`src/rtl/mult_arb2.sv`:
```
// Shares one pipelined multiplier between two requesters: round-robin issue, MULT_LAT-cycle latency,
// in-order per-requester results; requests stall on credit (in-flight + queued >= FIFO_DEPTH).
module mult_arb2_fifo #(
  parameter int DEPTH = 4,
  parameter int W     = 64
) (
  input  logic                   clk,
  input  logic                   rst_n,
  input  logic                   push,
  input  logic                   pop,
  input  logic [W-1:0]           din,
  output logic [W-1:0]           dout,
  output logic [$clog2(DEPTH):0] cnt
);
  localparam int AW = $clog2(DEPTH);
  localparam int CW = AW + 1;

  logic [DEPTH-1:0][W-1:0] mem;
  logic [AW-1:0]           wr_ptr;
  logic [AW-1:0]           rd_ptr;

  always_ff @(posedge clk or negedge rst_n) begin
    if (!rst_n) begin
      mem    <= '0;
      wr_ptr <= '0;
      rd_ptr <= '0;
      cnt    <= '0;
    end else begin
      if (push) begin
        mem[wr_ptr] <= din;
        wr_ptr      <= wr_ptr + AW'(1);
      end
      if (pop) rd_ptr <= rd_ptr + AW'(1);
      cnt <= cnt + CW'(push) - CW'(pop);
    end
  end

  assign dout = mem[rd_ptr];

  // Credit accounting upstream must make this unreachable.
  assert property (@(posedge clk) disable iff (!rst_n) !(push && (cnt == CW'(DEPTH))));
endmodule

module mult_arb2 #(
  parameter int MULT_LAT   = 2,
  parameter int FIFO_DEPTH = 4
) (
  input  logic        i_clk,
  input  logic        i_rstn,
  input  logic        i_req0_vld,
  output logic        o_req0_rdy,
  input  logic [31:0] i_req0_a,
  input  logic [31:0] i_req0_b,
  input  logic [1:0]  i_req0_ns,
  input  logic        i_req1_vld,
  output logic        o_req1_rdy,
  input  logic [31:0] i_req1_a,
  input  logic [31:0] i_req1_b,
  input  logic [1:0]  i_req1_ns,
  output logic        o_rsp0_vld,
  input  logic        i_rsp0_rdy,
  output logic [63:0] o_rsp0_p,
  output logic        o_rsp1_vld,
  input  logic        i_rsp1_rdy,
  output logic [63:0] o_rsp1_p,
  output logic [31:0] o_mul_a,
  output logic [31:0] o_mul_b,
  output logic        o_mul_a_ns,
  output logic        o_mul_b_ns,
  input  logic [63:0] i_mul_p,
  output logic        o_busy
);
  localparam int CW = $clog2(FIFO_DEPTH) + 1;
  localparam int SW = CW + 1;

  logic [CW-1:0]       outst0, outst1, cnt0, cnt1;
  logic [SW-1:0]       used0, used1;
  logic                elig0, elig1, cand0, cand1;
  logic                grant0, grant1, grant, ptr;
  logic [MULT_LAT-1:0] tag_vld, tag_id;
  logic                wb, push0, push1, pop0, pop1;

  // Eligibility is built only from registered counters, never from rsp ready.
  assign used0 = SW'(outst0) + SW'(cnt0);
  assign used1 = SW'(outst1) + SW'(cnt1);
  assign elig0 = used0 < SW'(FIFO_DEPTH);
  assign elig1 = used1 < SW'(FIFO_DEPTH);
  assign cand0 = i_req0_vld & elig0;
  assign cand1 = i_req1_vld & elig1;

  assign o_req0_rdy = i_rstn & elig0 & (~cand1 | (cand0 & ~ptr));
  assign o_req1_rdy = i_rstn & elig1 & (~cand0 | (cand1 & ptr));
  assign grant0     = i_req0_vld & o_req0_rdy;
  assign grant1     = i_req1_vld & o_req1_rdy;
  assign grant      = grant0 | grant1;

  assign wb    = tag_vld[MULT_LAT-1];
  assign push0 = wb & ~tag_id[MULT_LAT-1];
  assign push1 = wb & tag_id[MULT_LAT-1];
  assign pop0  = o_rsp0_vld & i_rsp0_rdy;
  assign pop1  = o_rsp1_vld & i_rsp1_rdy;

  always_ff @(posedge i_clk or negedge i_rstn) begin
    if (!i_rstn) begin
      ptr        <= 1'b0;
      tag_vld    <= '0;
      tag_id     <= '0;
      outst0     <= '0;
      outst1     <= '0;
      o_mul_a    <= '0;
      o_mul_b    <= '0;
      o_mul_a_ns <= 1'b0;
      o_mul_b_ns <= 1'b0;
      o_busy     <= 1'b0;
    end else begin
      tag_vld[0] <= grant;
      tag_id[0]  <= grant1;
      for (int i = 1; i < MULT_LAT; i++) begin
        tag_vld[i] <= tag_vld[i-1];
        tag_id[i]  <= tag_id[i-1];
      end
      if (grant) begin
        ptr        <= grant0;  // priority passes to the side that did not win
        o_mul_a    <= grant1 ? i_req1_a : i_req0_a;
        o_mul_b    <= grant1 ? i_req1_b : i_req0_b;
        o_mul_a_ns <= grant1 ? i_req1_ns[1] : i_req0_ns[1];
        o_mul_b_ns <= grant1 ? i_req1_ns[0] : i_req0_ns[0];
      end
      outst0 <= outst0 + CW'(grant0) - CW'(push0);
      outst1 <= outst1 + CW'(grant1) - CW'(push1);
      o_busy <= (|tag_vld) | (cnt0 != '0) | (cnt1 != '0);
    end
  end

  mult_arb2_fifo #(.DEPTH(FIFO_DEPTH), .W(64)) u_fifo0 (
    .clk(i_clk), .rst_n(i_rstn), .push(push0), .pop(pop0),
    .din(i_mul_p), .dout(o_rsp0_p), .cnt(cnt0)
  );

  mult_arb2_fifo #(.DEPTH(FIFO_DEPTH), .W(64)) u_fifo1 (
    .clk(i_clk), .rst_n(i_rstn), .push(push1), .pop(pop1),
    .din(i_mul_p), .dout(o_rsp1_p), .cnt(cnt1)
  );

  assign o_rsp0_vld = cnt0 != '0;
  assign o_rsp1_vld = cnt1 != '0;
endmodule
```
`config.mk`:
```
export PLATFORM = sky130hd
export DESIGN_NAME = mult_arb2
export DESIGN_NICKNAME = d
export VERILOG_FILES = /design/src/rtl/mult_arb2.sv
export SDC_FILE = /design/constraint.sdc
export NUM_CORES = 1
export LEC_CHECK = 0
export ABC_AREA = 1
export ABC_CLOCK_PERIOD_IN_PS = 3100
export BUFFER_PORTS_ARGS = -buffer_cell sky130_fd_sc_hd__buf_4
export CAP_MARGIN = 10
export CORE_MARGIN = 3
export CORE_UTILIZATION = 32
export DETAILED_ROUTE_END_ITERATION = 8
export GPL_ROUTABILITY_DRIVEN = 0
export GPL_TIMING_DRIVEN = 0
export SLEW_MARGIN = 25
export SYNTH_ARGS = -nofsm -noshare
export SYNTH_HDL_FRONTEND = slang
export SYNTH_SLANG_ARGS = --single-unit
```
`constraint.sdc`:
```
create_clock -name i_clk -period 3.1 [get_ports i_clk]
set_input_delay 0.62 -clock i_clk [delete_from_list [all_inputs] [get_ports i_clk]]
set_output_delay 0.62 -clock i_clk [all_outputs]
set_load 0.01 [all_outputs]
```
# Yosys cells after proc, flatten, opt, wreduce, memory -nomap -nowiden

Index checks and enable logic that the tools add are counted.

Register bits after elaboration: 604
Latch bits: 0
Memory bits (writable): 0
Memory bits (read-only): 0
Input bits: 202
Output and inout port bits: 199
Logic and storage cells: 88
Memories: 0

Add/sub/neg operators: 14
$mul: 0
Divide/modulo/power cells: 0
$lt $le $gt $ge: 8
Equal/unequal tests: 0
Shift-type cells: 0
Mux-type cells: 14
Bitwise operators: 23
Reductions and logical operators: 5

Operators by type and width:

| kind                  | number |
|---|---|
| $bwmux W256           | 2 |
| $bmux W64 S2          | 2 |
| $demux W64 S2         | 2 |
| $mux W64              | 4 |
| $mux W32              | 2 |
| $and A1 B1 Y1         | 14 |
| $add A3 B1 Y3         | 4 |
| $lt A2 B3 Y1 const B  | 4 |
| $sub A3 B1 Y3         | 4 |
| $add A2 B1 Y2 const B | 4 |
| $add A3 B3 Y4         | 2 |
| $lt A4 B3 Y1 const B  | 2 |
| $reduce_bool A3 Y1    | 2 |
| $or A1 B1 Y1          | 5 |
| $ge A2 B1 Y1 const B  | 2 |
| $not A1 Y1            | 4 |
| $logic_and A1 B1 Y1   | 2 |
| $mux W1               | 2 |
| $reduce_or A2 Y1      | 1 |

# Longest topological paths before layout

Word-level depth: 9
Mapped depth: 14

# Hierarchy

From an unflattened synthesis, not the netlist that was laid out.

Cells, all modules: 4003
Area total of the unflattened synthesis: 30310.3 µm²

By module, submodules not included:

| module                   | instances | cells an instance | area an instance (µm²) | seq. area each (µm²) |
|---|---|---|---|---|
| mult_arb2_fifo (u_fifo1) | 1         | 1676              | 12878.6                | 6581.3 |
| mult_arb2_fifo (u_fifo0) | 1         | 1677              | 12877.4                | 6581.3 |
| mult_arb2                | 1         | 650               | 4554.4                 | 1951.9 |

# Worst setup path after synthesis

Ideal clock, no wire load.

Kind: reg-to-reg
From: reg u_fifo0.cnt[1]
To: reg outst1[2]
Library setup time: 123 ps
Data arrival time: 2326 ps
Setup slack: 651 ps
Cell stages (with the launch flop): 14
Period minus slack after synthesis: 2449 ps
Cells stage by stage: dfrtp_1 ha_1 nand3_1 nand3b_1 nor2_2 nand2_2 nand3_2 buf_2 ha_1 inv_1 ha_1 inv_1 fa_1 xnor2_1

Longest elaborated chain between the ends: 9

Ends and longest elaborated chain:

| element                | RTL line | source |
|---|---|---|
| from (decl)            | 13       | `output logic [$clog2(DEPTH):0] cnt` |
| from (signal assigned) | 34       | `cnt <= cnt + CW'(push) - CW'(pop);` |
| $add A3 B3 Y4          | 84       | `assign used0 = SW'(outst0) + SW'(cnt0);` |
| $lt A4 B3 Y1           | 86       | `assign elig0 = used0 < SW'(FIFO_DEPTH);` |
| $and A1 B1 Y1          | 88       | `assign cand0 = i_req0_vld & elig0;` |
| $not A1 Y1             | 92       | `assign o_req1_rdy = i_rstn & elig1 & (~cand0 \| (cand1 & ptr));` |
| $or A1 B1 Y1           | 92       |  |
| $and A1 B1 Y1          | 92       |  |
| $and A1 B1 Y1          | 94       | `assign grant1 = i_req1_vld & o_req1_rdy;` |
| $add A3 B1 Y3          | 130      | `outst1 <= outst1 + CW'(grant1) - CW'(push1);` |
| $sub A3 B1 Y3          | 130      |  |
| to (signal assigned)   | 130      |  |
| to (decl)              | 76       | `logic [CW-1:0] outst0, outst1, cnt0, cnt1;` |

Every way passes these cells.
A chain may end at the register's enable or synchronous reset.

# Worst setup path in the final report

From: reg u_fifo1.rd_ptr[1]
To: out o_rsp1_p[25]

Longest elaborated chain between the ends: 2

Ends and longest elaborated chain:

| element                        | RTL line | source |
|---|---|---|
| from (decl)                    | 20       | `logic [AW-1:0] rd_ptr;` |
| from (signal assigned)         | 33       | `if (pop) rd_ptr <= rd_ptr + AW'(1);` |
| $bmux W64 S2                   | 38       | `assign dout = mem[rd_ptr];` |
| $mux W64 (not written as such) | 38       |  |
| to (decl)                      | 65       | `output logic [63:0] o_rsp1_p,` |

Every way passes these cells. The select of a mux whose other input is x is not followed.

==> flow_metrics.py <==
metrics = {
    "status": {
        "status": "finished, final reports clean",
    },
    "die": {
        "start_util_pct": 32.4,
        "die-width_um": 294,
        "die_area_um2": 86700,
        "core-area_um2": 82200,
        "rows": 105,
        "ios": 401,
        "die_h_um": 294,
    },
    "pwr": {
        "p_seq_share_pct": 33.9,
        "p_sw_uw": 14600,
        "pwr-share-clk_pct": 23.9,
        "power.total_uw": 36700,
        "combPwrFrac_pct": 42.1,
        "swShare_pct": 39.8,
        "leakage_uw": 0.0171,
        "peakVddDrop_v": 0.000432,
        "p_int_uw": 22100,
        "power_density_nw_per_um2": 1070,
    },
    "clocking": {
        "clk_latency_ns": 0.64,
        "cts_tree": "built",
        "root_buffer": "clkbuf_16",
        "clockBufferDepth": 3,
        "cts.clk_slew.worst_paths_ns": 0.06,
        "cts_sinks": 604,
        "numCtsBuffers": 72,
        "cts_max_level": 3,
    },
    "yosys": {
        "syn_area_um2": 26600,
        "synth_warnings": 0,
        "syn_inst": 3152,
        "synth.distinct_cells": 25,
        "synthesis.nets": 3378,
        "synthArstFlopShare_pct": 100,
        "synthTopCellsByArea": "dfrtp_1 57%, o21ai_0 14%, nand2_1 10%",
        "yosysMostFrequentCell": "o21ai_0",
        "yosysSeqAreaShare_pct": 56.8,
        "ys_top_cells_by_count": "771 x o21ai_0, 728 x nand2_1, 604 x dfrtp_1",
        "synth_edf_count": 0,
        "synth_top_cell_by_area": "dfrtp_1",
        "synth_top_area_share_pct": 56.8,
        "ys_ff_latch": 604,
        "synth_flop_cell": "dfrtp_1",
        "syn_avg_cell_area_um2": 8.45,
    },
    "routing": {
        "routedWlPerCell_um": 19.9,
        "routed_wl_um": 94900,
        "first_pass_iters": 5,
        "route.detailed.drc": 0,
        "vias": 24000,
        "viasPerCell": 5.03,
        "detail-route-antenna-nets": 0,
        "drt-initial-drc-count": 1618,
    },
    "timing": {
        "fin_hold_ws_ns": 0.0155,
        "rsz0062_at_grt": "true",
        "min_period_ns": 3.09,
        "skew_ns": 0.0343,
        "worst_slew_pin_slew_ns": 1.02,
        "timing.final.crit_share_pct": 99.8,
        "hold_violations": 0,
        "drv_slew": 0,
        "fmax_mhz": 323,
        "slew_headroom_pct": 32.1,
        "setup_viol_count_final": 0,
    },
    "final_layout": {
        "antenna_cells": 0,
        "finish.net_count": 3870,
        "seq_area_um2": 15100,
        "area_growth_pct": 28.8,
        "fillers": 8337,
        "drive_above_1_share_pct": 18.1,
        "multiInputGateArea_um2": 9930,
    },
    "critical_path": {
        "worst_setup_path_end_kind": "output port",
        "slowest_stage": "dfrtp_1",
        "crit_path_max_fanout": 10,
        "crit_path_start_kind": "flip-flop",
        "cpPeakStageDelay_ns": 0.42,
        "crit_family": "buffers and inverters",
        "arrival_ns": 2.47,
        "required_ns": 2.48,
        "worstPathBufferInverterCount": 3,
        "setup.worst_path.class": "flip-flop to output port",
        "worstPathCellList": "clkinv_2 > buf_1 > o21ai_0 > o22ai_1 > buf_4",
    },
    "grt": {
        "grt_pass1_vias": 24300,
        "grt-ovfl-total": 0,
        "grt_pass1_wl_um": 146000,
        "grt_max_degree": 91,
        "antenna_found_initial": 0,
        "track_usage_pct": 21.8,
    },
    "placement": {
        "numPortBuffers": 399,
        "dp_hpwl_um": 68200,
    },
    "run": {
        "drv_cap": 0,
    },
    "worst_hold_path": {
        "hp-class": "input pin to async pin",
    },
}
## cells by family (layout without fill, tap and decap cells)
kind of cell,Yosys count,count (layout),share of synthesized area (%)
DFF,604,604,56.8
AOI/OAI and AO/OA,899,899,17.5
xor gates and xnor gates,12,12,0.395
and+or+nand+nor,1143,1143,17.2
buffers and inverters,470,1021,6.88
adders and majority gates,24,24,1.24
## routing by layer
metal	GRT usage (%)	vias up	part of all wire, %
li1	-	11400	-
met1	27.1	11700	41
met2	37.0	796	48
met3	4.46	157	6.7
met4	8.87	0	3.8
met5	0	-	0
## worst paths after layout
kind | from | endpoint | slack, ns | cells past startpoint
min in group i_clk | i_req0_a[24] | o_mul_a[24]$_DFFE_PN0P_ | 0.31 | 5
max in group asynchronous | i_rstn | u_fifo1.mem[51]$_DFFE_PN0P_ | 1.71 | 3
worst max-delay path | u_fifo1.rd_ptr[1]$_DFFE_PN0P_ | o_rsp1_p[25] | 0.007 | 5
worst min-delay path | i_rstn | u_fifo0.mem[91]$_DFFE_PN0P_ | 0.02 | 2
worst min register to register | tag_id[0]$_DFF_PN0_ | tag_id[1]$_DFF_PN0_ | 0.36 | 0
worst max register to register | u_fifo0.cnt[1]$_DFF_PN0_ | outst1[1]$_DFF_PN0_ | 0.22 | 13
## state kept, by name, summed over array words and instances, names as in the netlist
name,count
tag_id,2
outst0,3
u_fifo0.wr_ptr,2
u_fifo0.mem,256
u_fifo1.rd_ptr,2
o_mul_a,32
o_mul_a_ns,1
u_fifo0.cnt,3
u_fifo1.mem,256
o_mul_b,32
o_mul_b_ns,1
ptr,1
tag_vld,2
u_fifo1.cnt,3
u_fifo1.wr_ptr,2
outst1,3
u_fifo0.rd_ptr,2
o_busy,1
## power groups by stage
stage          registers, µW  clock network (µW)  logic [µW]
2_1_floorplan          12300                   0        7930
3_3_place_gp           12500                   0       14700
3_5_place_dp           12500                   0       15000
4_1_cts                12400                8950       15600
5_1_grt                12800                9290       17200
6_report               12500                8790       15500
## worst reg2reg max path, cell delays in order (launching register included)
cell and delay [ns]:
dfrtp_2 0.44, ha_1 0.28, nand3_1 0.10, nand3b_1 0.13
nor2_2 0.17, nand2_2 0.16, nand3_2 0.17, buf_2 0.32
ha_1 0.29, inv_1 0.05, ha_1 0.12, inv_1 0.04
fa_1 0.47, inv_1 0.04
## metrics by stage
step	cells	util (%)	setup TNS [ns]	instance area (µm²)	worst slack [ns]
6_report	4773	41.7	0	34300	0.00725
5_1_grt	4773	41.7	-0.190	34300	-0.0686
4_1_cts	4773	41.6	0	34200	0.0000644
3_5_place_dp	4628	37.9	-26.07	31200	-0.978
3_3_place_gp	4621	37.6	-3755.46	31000	-6.26
2_1_floorplan	3152	-	0	26600	0.651
## repair_timing
action                     in CTS  in global routing
gates cloned                    3                  0
hold endpoints to repair       73                  0
pin swaps                       6                  4
setup endpoints to repair     131                 53
hold buffers                    7                  0
setup buffers                   2                  0
resized for setup             114                 48
## cells in the final DEF (no fill, tap or decap), types with 6 or more instances in the layout
master / netlist / layout
nand3_1: 69 / 69
o22ai_2: 0 / 40
buf_1: 9 / 7
dfrtp_1: 604 / 601
xnor2_1: 7 / 7
clkbuf_1: 198 / 159
clkbuf_8: 0 / 12
buf_6: 1 / 6
buf_2: 19 / 18
o21ai_0: 771 / 771
o22ai_1: 128 / 88
clkbuf_4: 0 / 12
nand2_1: 728 / 728
nand4_1: 68 / 68
bufinv_16: 0 / 7
clkinv_2: 0 / 20
clkbuf_16: 0 / 74
inv_1: 230 / 229
buf_16: 0 / 8
buf_4: 10 / 413
clkbuf_2: 0 / 32
ha_1: 20 / 20
nor2_1: 267 / 267
## final cells by class
type	instances	area share, %
buffer	237	3.30
clock buffer	98	5.95
clock inverter	35	1.23
inverter	233	2.55
multi-input combinational	2078	29.0
sequential	604	44.1
tap	1070	3.90
timing repair buffer	418	10.0
No activity file was read; power rests on OpenSTA's default activity.
